[src/rtl/sha_pad_ctrl_if.sv]
// Handshake and datapath bundle between a message source, the SHA padding
// sequencer and the SHA-256 compression core.
`timescale 1ns/1ps
interface sha_pad_ctrl_if #(
  parameter int NB = 512,
  parameter int NK = 256
);
  logic          in_valid;
  logic          in_ready;
  logic [31:0]   in_data;
  logic          in_last;
  logic [1:0]    in_bytes;
  logic [NB-1:0] core_data;
  logic          core_init;
  logic          core_enable;
  logic          core_ready;
  logic [NK-1:0] core_hash;
  logic          hash_valid;
  logic [NK-1:0] hash;
  logic          hash_ack;

  modport master (
    output in_valid, in_data, in_last, in_bytes, core_ready, core_hash, hash_ack,
    input  in_ready, core_data, core_init, core_enable, hash_valid, hash
  );

  modport slave (
    input  in_valid, in_data, in_last, in_bytes, core_ready, core_hash, hash_ack,
    output in_ready, core_data, core_init, core_enable, hash_valid, hash
  );
endinterface

[src/rtl/sha_pad_ctrl.sv]
// Message sequencer ahead of the SHA-256 core: packs 32-bit words into 512-bit
// blocks, appends 0x80 / zero fill / bit length, and hands the final digest on.
`timescale 1ns/1ps
module sha_pad_ctrl #(
  parameter int Nb    = 512,
  parameter int Nk    = 256,
  parameter int LEN_W = 64
) (
  input logic           clk,
  input logic           rst,
  sha_pad_ctrl_if.slave bus
);

  localparam logic [2:0] FILL = 3'd0;
  localparam logic [2:0] PAD  = 3'd1;
  localparam logic [2:0] LEN0 = 3'd2;
  localparam logic [2:0] LEN1 = 3'd3;
  localparam logic [2:0] SEND = 3'd4;
  localparam logic [2:0] WAIT = 3'd5;
  localparam logic [2:0] DONE = 3'd6;

  logic [2:0]       state_r, state_s;
  logic [3:0]       idx_r, idx_s;
  logic [LEN_W-1:0] bitlen_r, bitlen_s;
  logic             first_r, first_s;
  logic             pad_done_r, pad_done_s;
  logic             msg_open_r, msg_open_s;
  logic             final_r, final_s;
  logic [Nb-1:0]    core_data_r;
  logic             in_ready_r, core_enable_r, core_init_r;
  logic             hash_valid_r, hash_valid_s;
  logic [Nk-1:0]    hash_r;
  logic             accept_s, wr_s, clear_s, hash_load_s;
  logic [31:0]      wdata_s, last_word_s, word_s;
  logic [5:0]       nbits_s;
  logic [63:0]      len64_s;

  assign bus.in_ready    = in_ready_r;
  assign bus.core_data   = core_data_r;
  assign bus.core_init   = core_init_r;
  assign bus.core_enable = core_enable_r;
  assign bus.hash_valid  = hash_valid_r;
  assign bus.hash        = hash_r;

  // Input word shaping: zero unused tail bytes and drop the 0x80 marker after them.
  always_comb begin
    case (bus.in_bytes)
      2'd1:    last_word_s = {bus.in_data[31:24], 8'h80, 16'h0000};
      2'd2:    last_word_s = {bus.in_data[31:16], 8'h80, 8'h00};
      2'd3:    last_word_s = {bus.in_data[31:8], 8'h80};
      default: last_word_s = bus.in_data;
    endcase
    if (bus.in_last) begin
      word_s  = last_word_s;
      nbits_s = (bus.in_bytes == 2'd0) ? 6'd32 : {1'b0, bus.in_bytes, 3'b000};
    end else begin
      word_s  = bus.in_data;
      nbits_s = 6'd32;
    end
    len64_s  = 64'(bitlen_r);
    accept_s = bus.in_valid & in_ready_r;
  end

  // Sequencing: next state, which slot gets which word, and message bookkeeping.
  always_comb begin
    state_s      = state_r;
    idx_s        = idx_r;
    bitlen_s     = bitlen_r;
    first_s      = first_r;
    pad_done_s   = pad_done_r;
    msg_open_s   = msg_open_r;
    final_s      = final_r;
    hash_valid_s = hash_valid_r;
    wr_s         = 1'b0;
    wdata_s      = 32'h0000_0000;
    clear_s      = 1'b0;
    hash_load_s  = 1'b0;
    case (state_r)
      FILL: begin
        if (accept_s) begin
          wr_s     = 1'b1;
          wdata_s  = word_s;
          idx_s    = idx_r + 4'd1;
          bitlen_s = bitlen_r + LEN_W'(nbits_s);
          if (bus.in_last) begin
            pad_done_s = (bus.in_bytes != 2'd0);
            msg_open_s = 1'b0;
            if (idx_r == 4'd15) begin
              state_s = SEND;
              final_s = 1'b0;
            end else if ((idx_s == 4'd14) && pad_done_s) begin
              state_s = LEN0;
            end else begin
              state_s = PAD;
            end
          end else if (idx_r == 4'd15) begin
            state_s    = SEND;
            final_s    = 1'b0;
            msg_open_s = 1'b1;
          end else begin
            state_s = FILL;
          end
        end else begin
          state_s = FILL;
        end
      end
      PAD: begin
        wr_s       = 1'b1;
        wdata_s    = pad_done_r ? 32'h0000_0000 : 32'h8000_0000;
        pad_done_s = 1'b1;
        idx_s      = idx_r + 4'd1;
        // Slot 15 reached without room for the length: it spills into an extra block.
        if (idx_r == 4'd15) begin
          state_s = SEND;
          final_s = 1'b0;
        end else if (idx_s == 4'd14) begin
          state_s = LEN0;
        end else begin
          state_s = PAD;
        end
      end
      LEN0: begin
        wr_s    = 1'b1;
        wdata_s = len64_s[63:32];
        idx_s   = idx_r + 4'd1;
        state_s = LEN1;
      end
      LEN1: begin
        wr_s    = 1'b1;
        wdata_s = len64_s[31:0];
        idx_s   = 4'd0;
        final_s = 1'b1;
        state_s = SEND;
      end
      SEND: begin
        first_s = 1'b0;
        state_s = WAIT;
      end
      WAIT: begin
        if (bus.core_ready) begin
          if (final_r) begin
            hash_load_s  = 1'b1;
            hash_valid_s = 1'b1;
            state_s      = DONE;
          end else begin
            idx_s   = 4'd0;
            clear_s = 1'b1;
            state_s = msg_open_r ? FILL : PAD;
          end
        end else begin
          state_s = WAIT;
        end
      end
      DONE: begin
        if (bus.hash_ack) begin
          hash_valid_s = 1'b0;
          bitlen_s     = '0;
          first_s      = 1'b1;
          pad_done_s   = 1'b0;
          msg_open_s   = 1'b0;
          final_s      = 1'b0;
          idx_s        = 4'd0;
          clear_s      = 1'b1;
          state_s      = FILL;
        end else begin
          state_s = DONE;
        end
      end
      default: begin
        state_s = FILL;
      end
    endcase
  end

  // State, block buffer and registered outputs.
  always_ff @(posedge clk) begin
    if (rst) begin
      state_r       <= FILL;
      idx_r         <= 4'd0;
      bitlen_r      <= '0;
      first_r       <= 1'b1;
      pad_done_r    <= 1'b0;
      msg_open_r    <= 1'b0;
      final_r       <= 1'b0;
      core_data_r   <= '0;
      in_ready_r    <= 1'b0;
      core_enable_r <= 1'b0;
      core_init_r   <= 1'b0;
      hash_valid_r  <= 1'b0;
      hash_r        <= '0;
    end else begin
      state_r       <= state_s;
      idx_r         <= idx_s;
      bitlen_r      <= bitlen_s;
      first_r       <= first_s;
      pad_done_r    <= pad_done_s;
      msg_open_r    <= msg_open_s;
      final_r       <= final_s;
      in_ready_r    <= (state_s == FILL);
      core_enable_r <= (state_s == SEND);
      core_init_r   <= (state_s == SEND) & first_r;
      hash_valid_r  <= hash_valid_s;
      if (hash_load_s) begin
        hash_r <= bus.core_hash;
      end else begin
        hash_r <= hash_r;
      end
      // Slot idx occupies bits 511-32*idx downwards (word0 at the top).
      if (clear_s) begin
        core_data_r <= '0;
      end else if (wr_s) begin
        core_data_r[{~idx_r, 5'b11111} -: 32] <= wdata_s;
      end else begin
        core_data_r <= core_data_r;
      end
    end
  end

endmodule
[src/flat_wrapper.sv]
// flat-port wrapper written by rule: the top's interface ports become plain ports
module sha_pad_ctrl_flat 
#(
  parameter int Nb    = 512,
  parameter int Nk    = 256,
  parameter int LEN_W = 64
)
  (clk, rst, bus_in_valid, bus_in_data, bus_in_last, bus_in_bytes, bus_core_ready, bus_core_hash, bus_hash_ack, bus_in_ready, bus_core_data, bus_core_init, bus_core_enable, bus_hash_valid, bus_hash);
  sha_pad_ctrl_if bus_i ();
  input logic clk;
  input logic rst;
  input wire logic [$bits(bus_i.in_valid)-1:0] bus_in_valid;
  input wire logic [$bits(bus_i.in_data)-1:0] bus_in_data;
  input wire logic [$bits(bus_i.in_last)-1:0] bus_in_last;
  input wire logic [$bits(bus_i.in_bytes)-1:0] bus_in_bytes;
  input wire logic [$bits(bus_i.core_ready)-1:0] bus_core_ready;
  input wire logic [$bits(bus_i.core_hash)-1:0] bus_core_hash;
  input wire logic [$bits(bus_i.hash_ack)-1:0] bus_hash_ack;
  output wire logic [$bits(bus_i.in_ready)-1:0] bus_in_ready;
  output wire logic [$bits(bus_i.core_data)-1:0] bus_core_data;
  output wire logic [$bits(bus_i.core_init)-1:0] bus_core_init;
  output wire logic [$bits(bus_i.core_enable)-1:0] bus_core_enable;
  output wire logic [$bits(bus_i.hash_valid)-1:0] bus_hash_valid;
  output wire logic [$bits(bus_i.hash)-1:0] bus_hash;
  assign bus_i.in_valid = bus_in_valid;
  assign bus_i.in_data = bus_in_data;
  assign bus_i.in_last = bus_in_last;
  assign bus_i.in_bytes = bus_in_bytes;
  assign bus_i.core_ready = bus_core_ready;
  assign bus_i.core_hash = bus_core_hash;
  assign bus_i.hash_ack = bus_hash_ack;
  assign bus_in_ready = bus_i.in_ready;
  assign bus_core_data = bus_i.core_data;
  assign bus_core_init = bus_i.core_init;
  assign bus_core_enable = bus_i.core_enable;
  assign bus_hash_valid = bus_i.hash_valid;
  assign bus_hash = bus_i.hash;
  sha_pad_ctrl #(.Nb(Nb), .Nk(Nk), .LEN_W(LEN_W)) u_core (.clk(clk), .rst(rst), .bus(bus_i));
endmodule
[config.mk]
export PLATFORM = sky130hd
export DESIGN_NAME = sha_pad_ctrl_flat
export DESIGN_NICKNAME = d
export VERILOG_FILES = /design/src/rtl/sha_pad_ctrl_if.sv /design/src/rtl/sha_pad_ctrl.sv /design/src/flat_wrapper.sv
export SDC_FILE = /design/constraint.sdc
export NUM_CORES = 2
export LEC_CHECK = 0
export CAP_MARGIN = 20
export CORE_AREA = 2 2 421 423
export CTS_CLUSTER_SIZE = 10
export DETAILED_ROUTE_END_ITERATION = 7
export DIE_AREA = 0 0 423 425
export PLACE_DENSITY = 0.43
export SETUP_SLACK_MARGIN = 0.3
export SLEW_MARGIN = 25
export SYNTH_ARGS = -nofsm -noshare
export SYNTH_HDL_FRONTEND = slang
export SYNTH_SLANG_ARGS = --single-unit
[constraint.sdc]
create_clock -name clk -period 3.65 [get_ports clk]
set_input_delay 0.365 -clock clk [delete_from_list [all_inputs] [get_ports clk]]
set_output_delay 0.365 -clock clk [all_outputs]
set_load 0.005 [all_outputs]
==> flow_metrics.tcl <==
set metrics [dict create \
    syn_area_um2 31100 \
    synthToLayoutAreaGrowth_pct 55.4 \
    yosysTopAreaCellShare_pct 54.4 \
    status "finished, final reports clean" \
    drv_cap 0 \
    slew_violations 0 \
    gp_congestion 0.818 \
    dpl.hpwl_um 128000 \
    timing.fmax_mhz 343 \
    ios 1068 \
    ir_drop_mv 0.359 \
    internal-power_mw 15.3 \
    grt-ovfl-total 0 \
    dr_total_vias 31400 \
    synthCells 3708 \
    vias_per_cell 4.41 \
    grt.total_usage_pct 18.1 \
    routed_wirelength_um 170000 \
    reg2reg_to "u_core.bus.core_data[118]" \
    p_leak_nw 15.7 \
    finalHoldViolCount 0 \
    crit_required_ps 4290 \
    async_reset_ff_share_pct 0 \
    cts_buffer_depth 3 \
    cts_buffers 104 \
    final_layout_size_suffix_gt1_share_pct 6.96 \
    setup-tns-final_ps 0 \
    finalPower_mw 20.3 \
    synth-seq-cells 844 \
    start_kind "flip-flop" \
    critPathArrivalTime_ps 3560 \
    tightest_slew_ps 1100 \
    yosysMostFrequentCell "dfxtp_1" \
    rows 154 \
    htree_levels 3 \
    path_clk_slew_ps 60 \
    hold_path_class "input pin to flip-flop" \
    num-nets-final 5016 \
    rsz0062_at_grt "false" \
    yosys-top-cells-count "dfxtp_1 (844), nand2_1 (827), a21oi_1 (446)" \
    ys_warn_count 0 \
    ff2ff_path_depth 8 \
    firstDrtPassIters 5 \
    crit_path_max_fanout 20 \
    reg2reg_from "u_core.state_r[1]" \
    synth.area.top_cells "dfxtp_1 (54%), nand2_1 (10%), a22oi_1 (8.2%)" \
    fp.dieW_um 423 \
    min_to "u_core.bus.hash[30]" \
    ys.flop_type "dfxtp_1" \
    yosysSeqAreaShare_pct 54.4 \
    clockPowerShare_pct 49.3 \
    comb_power_share_pct 5.1 \
    synth.avg_cell_area_um2 8.38 \
    detail-route-antenna-nets 0 \
    reg2reg_setup_slack_ps 730 \
    seq_power_share_pct 45.6 \
    first_iter_violations 2278 \
    worst-setup-path-type "flip-flop to flip-flop" \
    clkSinkCount 844 \
    grt_pass1_vias 30200 \
    synth_edf_count 0 \
    powerDensity_nw_per_um2 420 \
    max_slew_margin_pct 26.4 \
    cts_root_buf "clkbuf_16" \
    core_um2 175000 \
    drt_drc_violations_left 0 \
    yosys.area.top_type "dfxtp_1" \
    die_area_um2 180000 \
    setup_viol 0 \
    grt_start_max_net_pins 147 \
    min_from "bus_core_hash[30]" \
    cts_tree "done" \
    swShare_pct 24.5 \
    syn-num-nets 4015 \
    critPathCaptureType "flip-flop" \
    die_y_um 425 \
    io_buffer_count 1067 \
    wire_per_inst_um 24.0 \
    antenna_found_initial 20 \
    layout_min_cycle_time_ps 2920 \
    yosysUniqueCellTypes 69 \
    start_util_pct 17.7 \
    switching_power_mw 4.98 \
    clock_skew_ps 61.1 \
    grt_pass1_wl_um 236000 \
    hold_depth 3 \
    clkLatencyLatePin_ps 760 \
    min_period_over_period_pct 80.0 \
]
cells by family after synthesis:
| logic type | share of synthesized area (%) |
|---|---|
| adder cells (fa/ha/maj) | 0.467 |
| buffers and inverters | 4.07 |
| AND/OR/NAND/NOR | 21.1 |
| flip-flops | 54.4 |
| multiplexers | 0.656 |
| XOR/XNOR | 0.620 |
| AO/OA/AOI/OAI | 18.8 |
per-stage QoR:
step	instance area (µm²)	util, %	hold WS [ps]	setup slack (ps)	instances
2_1_floorplan	31100	-	416	912	3708
3_5_place_dp	45100	25.7	434	340	6942
3_3_place_gp	45000	25.7	438	402	6939
6_report	48300	27.5	160	732	7111
4_1_cts	48300	27.5	57.2	671	7109
5_1_grt	48300	27.5	97.0	555	7110
power groups by stage:
| stage | clock network, mW | registers (mW) | logic, mW |
|---|---|---|---|
| finish | 10.0 | 9.25 | 1.04 |
| global route | 10.7 | 9.24 | 1.10 |
| CTS | 10.3 | 9.25 | 1.06 |
| detailed placement | 0 | 9.45 | 1.06 |
| global placement | 0 | 9.45 | 1.05 |
| floorplan | 0 | 9.44 | 0.340 |
cells in the final DEF, fill, tap and decap left out, drive strengths merged, types with 16 or more instances in the layout:
cell	Yosys	final
nand3	96	96
nand2	827	827
buf	22	138
and2	18	18
o31ai	16	16
inv	22	26
dfxtp	844	844
nand4	32	32
nor2b	16	16
nor4	16	16
o21ai	76	76
nor2	411	411
clkbuf	288	147
clkdlybuf4s50	0	1066
a22oi	341	341
or3	19	19
a21oi	446	446
or4	28	28
mux2i	17	17
nor3	22	22
sequential cells by signal, summed over array words and instances, names as in the netlist:
name                    cells
u_core.bus.in_ready         1
u_core.first_r              1
u_core.idx_r                4
u_core.msg_open_r           1
u_core.state_r              3
u_core.bus.core_enable      1
u_core.bitlen_r            61
u_core.pad_done_r           1
u_core.bus.core_init        1
u_core.final_r              1
u_core.bus.hash           256
u_core.bus.hash_valid       1
u_core.bus.core_data      512
how the worst max path moves through the flow:
| stage | start | endpoint | slack, ps | cells after the start |
|---|---|---|---|---|
| after floorplan | bus_in_last | u_core.bitlen_r[52] | 910 | 11 |
| after global placement | bus_in_last | u_core.bitlen_r[60] | 400 | 11 |
| after detailed placement | bus_in_last | u_core.bitlen_r[54] | 340 | 11 |
| after CTS | u_core.state_r[1] | u_core.bus.core_data[117] | 670 | 8 |
| after global routing | u_core.state_r[1] | u_core.bus.core_data[127] | 550 | 8 |
| final | u_core.state_r[1] | u_core.bus.core_data[118] | 730 | 8 |
timing repair:
action,CTS,global route
hold endpoints to repair,41,0
hold buffers,1,0
buffers inserted,0,0
resized for setup,0,0
routing by layer:
metal	up-vias	GRT usage, %	part of all wire (%)
met3	235	4.43	6.5
met5	-	0	0.090
met4	22	5.59	2.8
met2	1134	34.3	54
li1	14800	-	-
met1	15200	19.5	37
layout make-up:
cell class	instances	area, µm²
Fill cell	19000	127000
Sequential cell	844	16900
Multi-Input combinational cell	2532	13200
Timing Repair Buffer	1205	12000
Tap cell	2340	2930
Clock buffer	147	2900
Clock inverter	19	280
Inverter	22	82.6
Antenna cell	2	5.00
critical path, cell delays in order, from the launching register on:
cell,delay [ps]
dfxtp_1,690
buf_4,310
a211oi_2,50
buf_4,230
or4_2,710
nor3_2,210
buf_4,380
a22oi_1,120
nor2_1,110
(Power assumes the default switching activity.)
